## src/rtl/ifu_fetch.sv

```systemverilog
// Instruction fetch unit: issues sequential word fetches with several requests in flight,
// buffers returned words with their PCs, and hands them to decode; redirects flush everything.
module ifu_fetch #(
    parameter logic [31:0] RESET_PC   = 32'h0000_0000,
    parameter int          FIFO_DEPTH = 4,
    parameter int          MAX_OUT    = 2
) (
    input  logic        clk,
    input  logic        reset,
    output logic        request_o,
    output logic [31:0] instAddr_o,
    input  logic [31:0] inst_i,
    input  logic        dataOk_i,
    input  logic        jumpFlag_i,
    input  logic [31:0] jumpAddr_i,
    output logic        instValid_o,
    output logic [31:0] inst_o,
    output logic [31:0] pc_o,
    input  logic        decodeReady_i
);

    localparam int PTR_W = $clog2(FIFO_DEPTH);
    localparam int CNT_W = PTR_W + 1;
    localparam logic [CNT_W-1:0] MAX_OUT_C = CNT_W'(MAX_OUT);
    localparam logic [CNT_W:0]   DEPTH_C   = (CNT_W + 1)'(FIFO_DEPTH);

    typedef enum logic [1:0] {
        IDLE  = 2'd0,
        FETCH = 2'd1,
        FLUSH = 2'd2
    } state_t;

    state_t             state_reg, state_next;
    logic [31:0]        fetch_pc_reg, fetch_pc_next;
    logic [31:0]        push_pc_reg, push_pc_next;
    logic [CNT_W-1:0]   out_cnt_reg, out_cnt_next;
    logic [CNT_W-1:0]   count_reg, count_next;
    logic [PTR_W-1:0]   rd_ptr_reg, rd_ptr_next;
    logic [PTR_W-1:0]   wr_ptr_reg, wr_ptr_next;
    logic [31:0]        inst_mem_reg [FIFO_DEPTH];
    logic [31:0]        pc_mem_reg   [FIFO_DEPTH];

    logic        redirect;
    logic        resp;
    logic        push;
    logic        pop;
    logic [31:0] target;
    logic [CNT_W:0] reserved;

    // Every in-flight word already owns a FIFO slot, so the buffer can never overflow.
    assign reserved    = {1'b0, out_cnt_reg} + {1'b0, count_reg};
    assign request_o   = (state_reg == FETCH) && (out_cnt_reg < MAX_OUT_C) && (reserved < DEPTH_C);
    assign instAddr_o  = fetch_pc_reg;

    assign target      = jumpAddr_i & ~32'h3;
    assign redirect    = jumpFlag_i && (state_reg != IDLE);
    assign resp        = dataOk_i && (out_cnt_reg != '0);
    assign push        = resp && (state_reg == FETCH) && !redirect;
    assign pop         = instValid_o && decodeReady_i && !redirect;

    assign instValid_o = (count_reg != '0);
    assign inst_o      = inst_mem_reg[rd_ptr_reg];
    assign pc_o        = pc_mem_reg[rd_ptr_reg];

    always_comb begin
        state_next    = state_reg;
        out_cnt_next  = out_cnt_reg + CNT_W'(request_o) - CNT_W'(resp);
        fetch_pc_next = request_o ? fetch_pc_reg + 32'd4 : fetch_pc_reg;
        push_pc_next  = push ? push_pc_reg + 32'd4 : push_pc_reg;
        count_next    = count_reg + CNT_W'(push) - CNT_W'(pop);
        rd_ptr_next   = rd_ptr_reg + PTR_W'(pop);
        wr_ptr_next   = wr_ptr_reg + PTR_W'(push);

        if (redirect) begin
            fetch_pc_next = target;
            push_pc_next  = target;
            count_next    = '0;
            rd_ptr_next   = wr_ptr_reg;
        end

        case (state_reg)
            IDLE:  state_next = FETCH;
            FETCH,
            FLUSH: begin
                if (redirect || (state_reg == FLUSH)) begin
                    state_next = (out_cnt_next != '0) ? FLUSH : FETCH;
                end
            end
            default: state_next = IDLE;
        endcase
    end

    always_ff @(posedge clk or posedge reset) begin
        if (reset) begin
            state_reg    <= IDLE;
            fetch_pc_reg <= RESET_PC;
            push_pc_reg  <= RESET_PC;
            out_cnt_reg  <= '0;
            count_reg    <= '0;
            rd_ptr_reg   <= '0;
            wr_ptr_reg   <= '0;
        end else begin
            state_reg    <= state_next;
            fetch_pc_reg <= fetch_pc_next;
            push_pc_reg  <= push_pc_next;
            out_cnt_reg  <= out_cnt_next;
            count_reg    <= count_next;
            rd_ptr_reg   <= rd_ptr_next;
            wr_ptr_reg   <= wr_ptr_next;
        end
    end

    // Head must be readable the cycle after a push, so the buffer is registers, not block RAM.
    always_ff @(posedge clk or posedge reset) begin
        if (reset) begin
            for (int i = 0; i < FIFO_DEPTH; i++) begin
                inst_mem_reg[i] <= '0;
                pc_mem_reg[i]   <= '0;
            end
        end else if (push) begin
            inst_mem_reg[wr_ptr_reg] <= inst_i;
            pc_mem_reg[wr_ptr_reg]   <= push_pc_reg;
        end
    end

endmodule

```

## config.mk

```make
export PLATFORM = sky130hd
export DESIGN_NAME = ifu_fetch
export DESIGN_NICKNAME = d
export VERILOG_FILES = /design/src/rtl/ifu_fetch.sv
export SDC_FILE = /design/constraint.sdc
export NUM_CORES = 1
export LEC_CHECK = 0
export BUFFER_PORTS_ARGS = -buffer_cell sky130_fd_sc_hd__buf_2
export CAP_MARGIN = 15
export CORE_ASPECT_RATIO = 0.6
export CORE_MARGIN = 4
export CORE_UTILIZATION = 47
export DETAILED_ROUTE_END_ITERATION = 8
export GPL_ROUTABILITY_DRIVEN = 0
export HOLD_SLACK_MARGIN = 0.03
export PLACE_DENSITY = 0.67
export RECOVER_POWER = 25
export SLEW_MARGIN = 15
export SYNTH_ARGS = -nofsm -noshare
export SYNTH_HDL_FRONTEND = slang
export SYNTH_SLANG_ARGS = --single-unit
```

## constraint.sdc

```tcl
create_clock -name clk -period 12.8 [get_ports clk]
set_clock_uncertainty 0.2 [all_clocks]
set_input_delay 0.64 -clock clk [delete_from_list [all_inputs] [get_ports clk]]
set_output_delay 0.64 -clock clk [all_outputs]
set_load 0.05 [all_outputs]
```

==> flow_results.xml <==
<?xml version="1.0" encoding="UTF-8"?>
<metrics>
  <group name="synth">
    <metric name="synth_cell_type_count" unit="">45</metric>
    <metric name="postSynthAreaPerCell" unit="sq um">13.9</metric>
    <metric name="ys_top_cells_by_count" unit="">320 x sky130_fd_sc_hd__dfrtp_1, 243 x sky130_fd_sc_hd__mux2_2, 62 x sky130_fd_sc_hd__mux4_2</metric>
    <metric name="synth_top_flop_cell" unit="">sky130_fd_sc_hd__dfrtp_1</metric>
    <metric name="count_leader_synth" unit="">sky130_fd_sc_hd__dfrtp_1</metric>
    <metric name="synth_largest_area_cell" unit="">sky130_fd_sc_hd__dfrtp_1</metric>
    <metric name="syn_area" unit="sq um">14700</metric>
    <metric name="synthSimpleGateAreaFrac" unit="%">6.69</metric>
    <metric name="synth_seq_area_share" unit="%">54.5</metric>
    <metric name="multiplexer_fraction_of_the_synthesized_cell_area" unit="%">28.1</metric>
    <metric name="synth-warning-count" unit="">0</metric>
    <metric name="syn_inst" unit="">1058</metric>
    <metric name="synth-seq-cells" unit="">320</metric>
    <metric name="complex_gate_fraction_of_the_synthesized_area" unit="%">3.37</metric>
    <metric name="dominant_combinational_cell_family_by_area_after_synthesis" unit="">multiplexers</metric>
    <metric name="synth_enable_flop_cells" unit="">0</metric>
    <metric name="leading_post_synthesis_cells_by_cell_area" unit="">sky130_fd_sc_hd__dfrtp_1 55%, sky130_fd_sc_hd__mux2_2 19%, sky130_fd_sc_hd__mux4_2 9.5%</metric>
    <metric name="synthAdderAreaFrac" unit="%">1.47</metric>
    <metric name="synth_xor_area_share" unit="%">2.86</metric>
    <metric name="synth_async_sr_flop_share" unit="%">100</metric>
    <metric name="synth_top_area_share" unit="%">54.5</metric>
  </group>
  <group name="sta">
    <metric name="fin_setup_tns" unit="ns">0</metric>
    <metric name="max_freq" unit="MHz">148</metric>
    <metric name="shortest_clock_period_the_worst_path_allows_after_layout" unit="ns">6.73</metric>
    <metric name="setup_violations" unit="">0</metric>
    <metric name="timing_hold_violations_final" unit="">0</metric>
    <metric name="finalMaxSlewViolations" unit="">244</metric>
    <metric name="grt_setup_unrepaired" unit="">false</metric>
    <metric name="final.setup.worst_slack" unit="ns">6.07</metric>
    <metric name="worst_slew_pin_slew" unit="ns">4.84</metric>
    <metric name="timing.final.crit_share" unit="%">52.6</metric>
    <metric name="slew-limit-headroom" unit="%">-225</metric>
  </group>
  <group name="final_layout">
    <metric name="flow.area_growth_from_synthesis" unit="%">14.6</metric>
    <metric name="layout_cell_share_with_drive_strength_beyond_1" unit="%">44.0</metric>
    <metric name="fin_area" unit="sq um">16800</metric>
    <metric name="flip_flop_count_of_the_largest_register_after_layout" unit="">128</metric>
    <metric name="nNetsFinal" unit="">1278</metric>
  </group>
  <group name="clocking">
    <metric name="cts.path.max_buffers" unit="">3</metric>
    <metric name="post-cts-setup-buffers" unit="">0</metric>
    <metric name="clock_insertion_delay_worst_skew" unit="ns">0.57</metric>
    <metric name="htree_num_levels" unit="">1</metric>
    <metric name="post_cts_resized" unit="">0</metric>
    <metric name="clkSinkCount" unit="">320</metric>
    <metric name="clk_pin_slew" unit="ns">0.06</metric>
    <metric name="tritoncts" unit="">done</metric>
    <metric name="cts-buffers-inserted" unit="">30</metric>
    <metric name="cts.hold.buffers_added" unit="">0</metric>
    <metric name="cts_root_buf" unit="">sky130_fd_sc_hd__clkbuf_16</metric>
  </group>
  <group name="floorplanning">
    <metric name="die_width" unit="um">236</metric>
    <metric name="top_level_ports" unit="">167</metric>
    <metric name="initial_core_util" unit="%">48.4</metric>
    <metric name="fp.dieArea" unit="sq um">34200</metric>
    <metric name="fp.coreArea" unit="sq um">30300</metric>
    <metric name="rows" unit="">49</metric>
    <metric name="die_height" unit="um">145</metric>
  </group>
  <group name="route">
    <metric name="vias_per_cell" unit="">5.69</metric>
    <metric name="antenna_violating_nets_post_route" unit="">0</metric>
    <metric name="wl" unit="um">34500</metric>
    <metric name="initialDrtViolationCount" unit="">608</metric>
    <metric name="vias" unit="">9257</metric>
    <metric name="detail_route.first_pass.iterations" unit="">5</metric>
    <metric name="detail_route.wl_per_cell" unit="um">21.2</metric>
    <metric name="drc" unit="">0</metric>
  </group>
  <group name="global_routing">
    <metric name="grt_first_pass_wirelength" unit="um">55900</metric>
    <metric name="largest_net_degree_at_the_start_of_global_routing" unit="">110</metric>
    <metric name="grt_antenna_before_repair" unit="">2</metric>
    <metric name="first_global_vias" unit="">9409</metric>
    <metric name="overflow" unit="">0</metric>
    <metric name="globalRouteTotalUtil" unit="%">20.1</metric>
  </group>
  <group name="worst_setup_path">
    <metric name="critPathCapture" unit="">pc_mem_reg[78]</metric>
    <metric name="crit_path_max_fanout" unit="">109</metric>
    <metric name="timing.critical_path.from" unit="">reset</metric>
    <metric name="timing.critical_path.arrival" unit="ns">6.34</metric>
    <metric name="end_kind" unit="">async pin</metric>
    <metric name="critical_path.reg2reg.startpoint" unit="">state_reg[1]</metric>
    <metric name="critPathLaunchType" unit="">primary input</metric>
    <metric name="worst-endpoint-required" unit="ns">12.41</metric>
    <metric name="worst-path-stages" unit="">3</metric>
    <metric name="reg2reg_setup_slack" unit="ns">9.26</metric>
    <metric name="slowest_delay" unit="ns">2.82</metric>
    <metric name="crit-reg2reg-capture" unit="">pc_mem_reg[81]</metric>
    <metric name="worstPathCellList" unit="">buf_2, clkinvlp_2, clkbuf_1</metric>
    <metric name="timing.setup.critical_path_class" unit="">in -&gt; async</metric>
    <metric name="number_of_buffer_and_inverter_stages_on_the_critical_path" unit="">3</metric>
    <metric name="worst_path_dominant_cell_family" unit="">buffers and inverters</metric>
    <metric name="cell_at_the_slowest_stage_of_the_critical_path" unit="">sky130_fd_sc_hd__clkbuf_1</metric>
    <metric name="r2r.worst_path.cells" unit="">9</metric>
  </group>
  <group name="place">
    <metric name="port_buffers" unit="">160</metric>
    <metric name="pre_cts_slack" unit="ns">9.15</metric>
    <metric name="detailed_place.area" unit="sq um">15800</metric>
    <metric name="hpwl" unit="um">22200</metric>
  </group>
  <group name="job">
    <metric name="maxCapViolations" unit="">3</metric>
  </group>
  <group name="min_path">
    <metric name="worst_hold_path_type" unit="">in -&gt; reg</metric>
  </group>
  <group name="status">
    <metric name="outcome" unit="">complete, but fails checks</metric>
    <metric name="failed_checks" unit="">max-capacitance violations, max-slew violations</metric>
  </group>
</metrics>
worst reg2reg max path: cells and delay by family (launching register included):
| kind | cells | cell delay [ns] |
|---|---|---|
| flops | 1 | 0.39 |
| compound gates | 1 | 0.31 |
| fa+ha+maj | 1 | 0.22 |
| mux | 1 | 0.44 |
| simple gates | 3 | 0.93 |
| buf+inv | 3 | 0.96 |
layer usage:
metal	routed length (um)	share of wire (%)	track usage, %
met4	818	2.4	4.55
met3	1770	5.1	3.81
met5	7	0.020	0
met1	16700	48	31.6
met2	15200	44	29.2
layout by cell type (no fill, tap or decap), types with 4 or more instances in the layout:
| cell | netlist | routed |
|---|---|---|
| sky130_fd_sc_hd__and3_1 | 4 | 4 |
| sky130_fd_sc_hd__conb_1 | 1 | 4 |
| sky130_fd_sc_hd__o21ai_0 | 19 | 19 |
| sky130_fd_sc_hd__xor2_1 | 19 | 19 |
| sky130_fd_sc_hd__xnor2_1 | 29 | 29 |
| sky130_fd_sc_hd__buf_2 | 29 | 155 |
| sky130_fd_sc_hd__nand2_1 | 39 | 39 |
| sky130_fd_sc_hd__dfrtp_1 | 320 | 318 |
| sky130_fd_sc_hd__nand4_1 | 20 | 20 |
| sky130_fd_sc_hd__and4_1 | 5 | 5 |
| sky130_fd_sc_hd__ha_1 | 14 | 14 |
| sky130_fd_sc_hd__clkbuf_1 | 33 | 13 |
| sky130_fd_sc_hd__and2_1 | 4 | 4 |
| sky130_fd_sc_hd__nand3_1 | 19 | 18 |
| sky130_fd_sc_hd__or4_1 | 5 | 5 |
| sky130_fd_sc_hd__or3_1 | 14 | 14 |
| sky130_fd_sc_hd__clkbuf_16 | 0 | 31 |
| sky130_fd_sc_hd__buf_4 | 4 | 11 |
| sky130_fd_sc_hd__nor3_1 | 9 | 9 |
| sky130_fd_sc_hd__mux2_2 | 243 | 243 |
| sky130_fd_sc_hd__nor2_1 | 43 | 42 |
| sky130_fd_sc_hd__a21oi_1 | 46 | 46 |
| sky130_fd_sc_hd__nor4_1 | 10 | 10 |
| sky130_fd_sc_hd__a31oi_1 | 15 | 15 |
| sky130_fd_sc_hd__clkbuf_8 | 0 | 7 |
| sky130_fd_sc_hd__clkinv_2 | 0 | 6 |
| sky130_fd_sc_hd__inv_1 | 21 | 20 |
| sky130_fd_sc_hd__mux4_2 | 62 | 62 |
cells by family (layout without fill, tap and decap cells):
group                    count (synthesis)  count (layout)
flip-flops                             320             320
multiplexers                           305             305
AND/OR/NAND/NOR                        184             184
buffers and inverters                   95             250
AO/OA/AOI/OAI                           89              89
XOR/XNOR                                48              48
adder cells (fa/ha/maj)                 16              16
other                                    1               6
worst min-delay path by stage:
stage                         from          endpoint  slack (ns)  cells after the start
global placement     pc_mem_reg[9]     pc_mem_reg[9]        0.27                      2
CTS                          reset  inst_mem_reg[42]        0.04                      2
global route        jumpAddr_i[25]   push_pc_reg[25]        0.13                      3
floorplan           pc_mem_reg[17]    pc_mem_reg[17]        0.24                      2
finish                  jumpFlag_i      state_reg[0]        0.13                      2
detailed placement   pc_mem_reg[8]     pc_mem_reg[8]        0.27                      2
cell type report:
type                            count  area, sq um
Tap cell                          408          510
Clock inverter                     11          135
Antenna cell                        2         5.00
Sequential cell                   320         8010
Multi-Input combinational cell    646         6290
Clock buffer                       44          895
Timing Repair Buffer              173          885
Fill cell                        2498        13500
Inverter                           22         88.8
stage by stage:
| stage | std cells | util, % | hold slack, ns |
|---|---|---|---|
| after detailed placement | 1569 | 52.1 | 0.271 |
| after floorplan | 1061 | - | 0.245 |
| after global routing | 1625 | 55.4 | 0.129 |
| final | 1626 | 55.4 | 0.126 |
| after global placement | 1569 | 52.1 | 0.266 |
| after CTS | 1624 | 55.5 | 0.0429 |
Power is left out: the tool's default activity adds up to more than one toggle a clock period on the data nets, which glitch-free logic cannot reach.
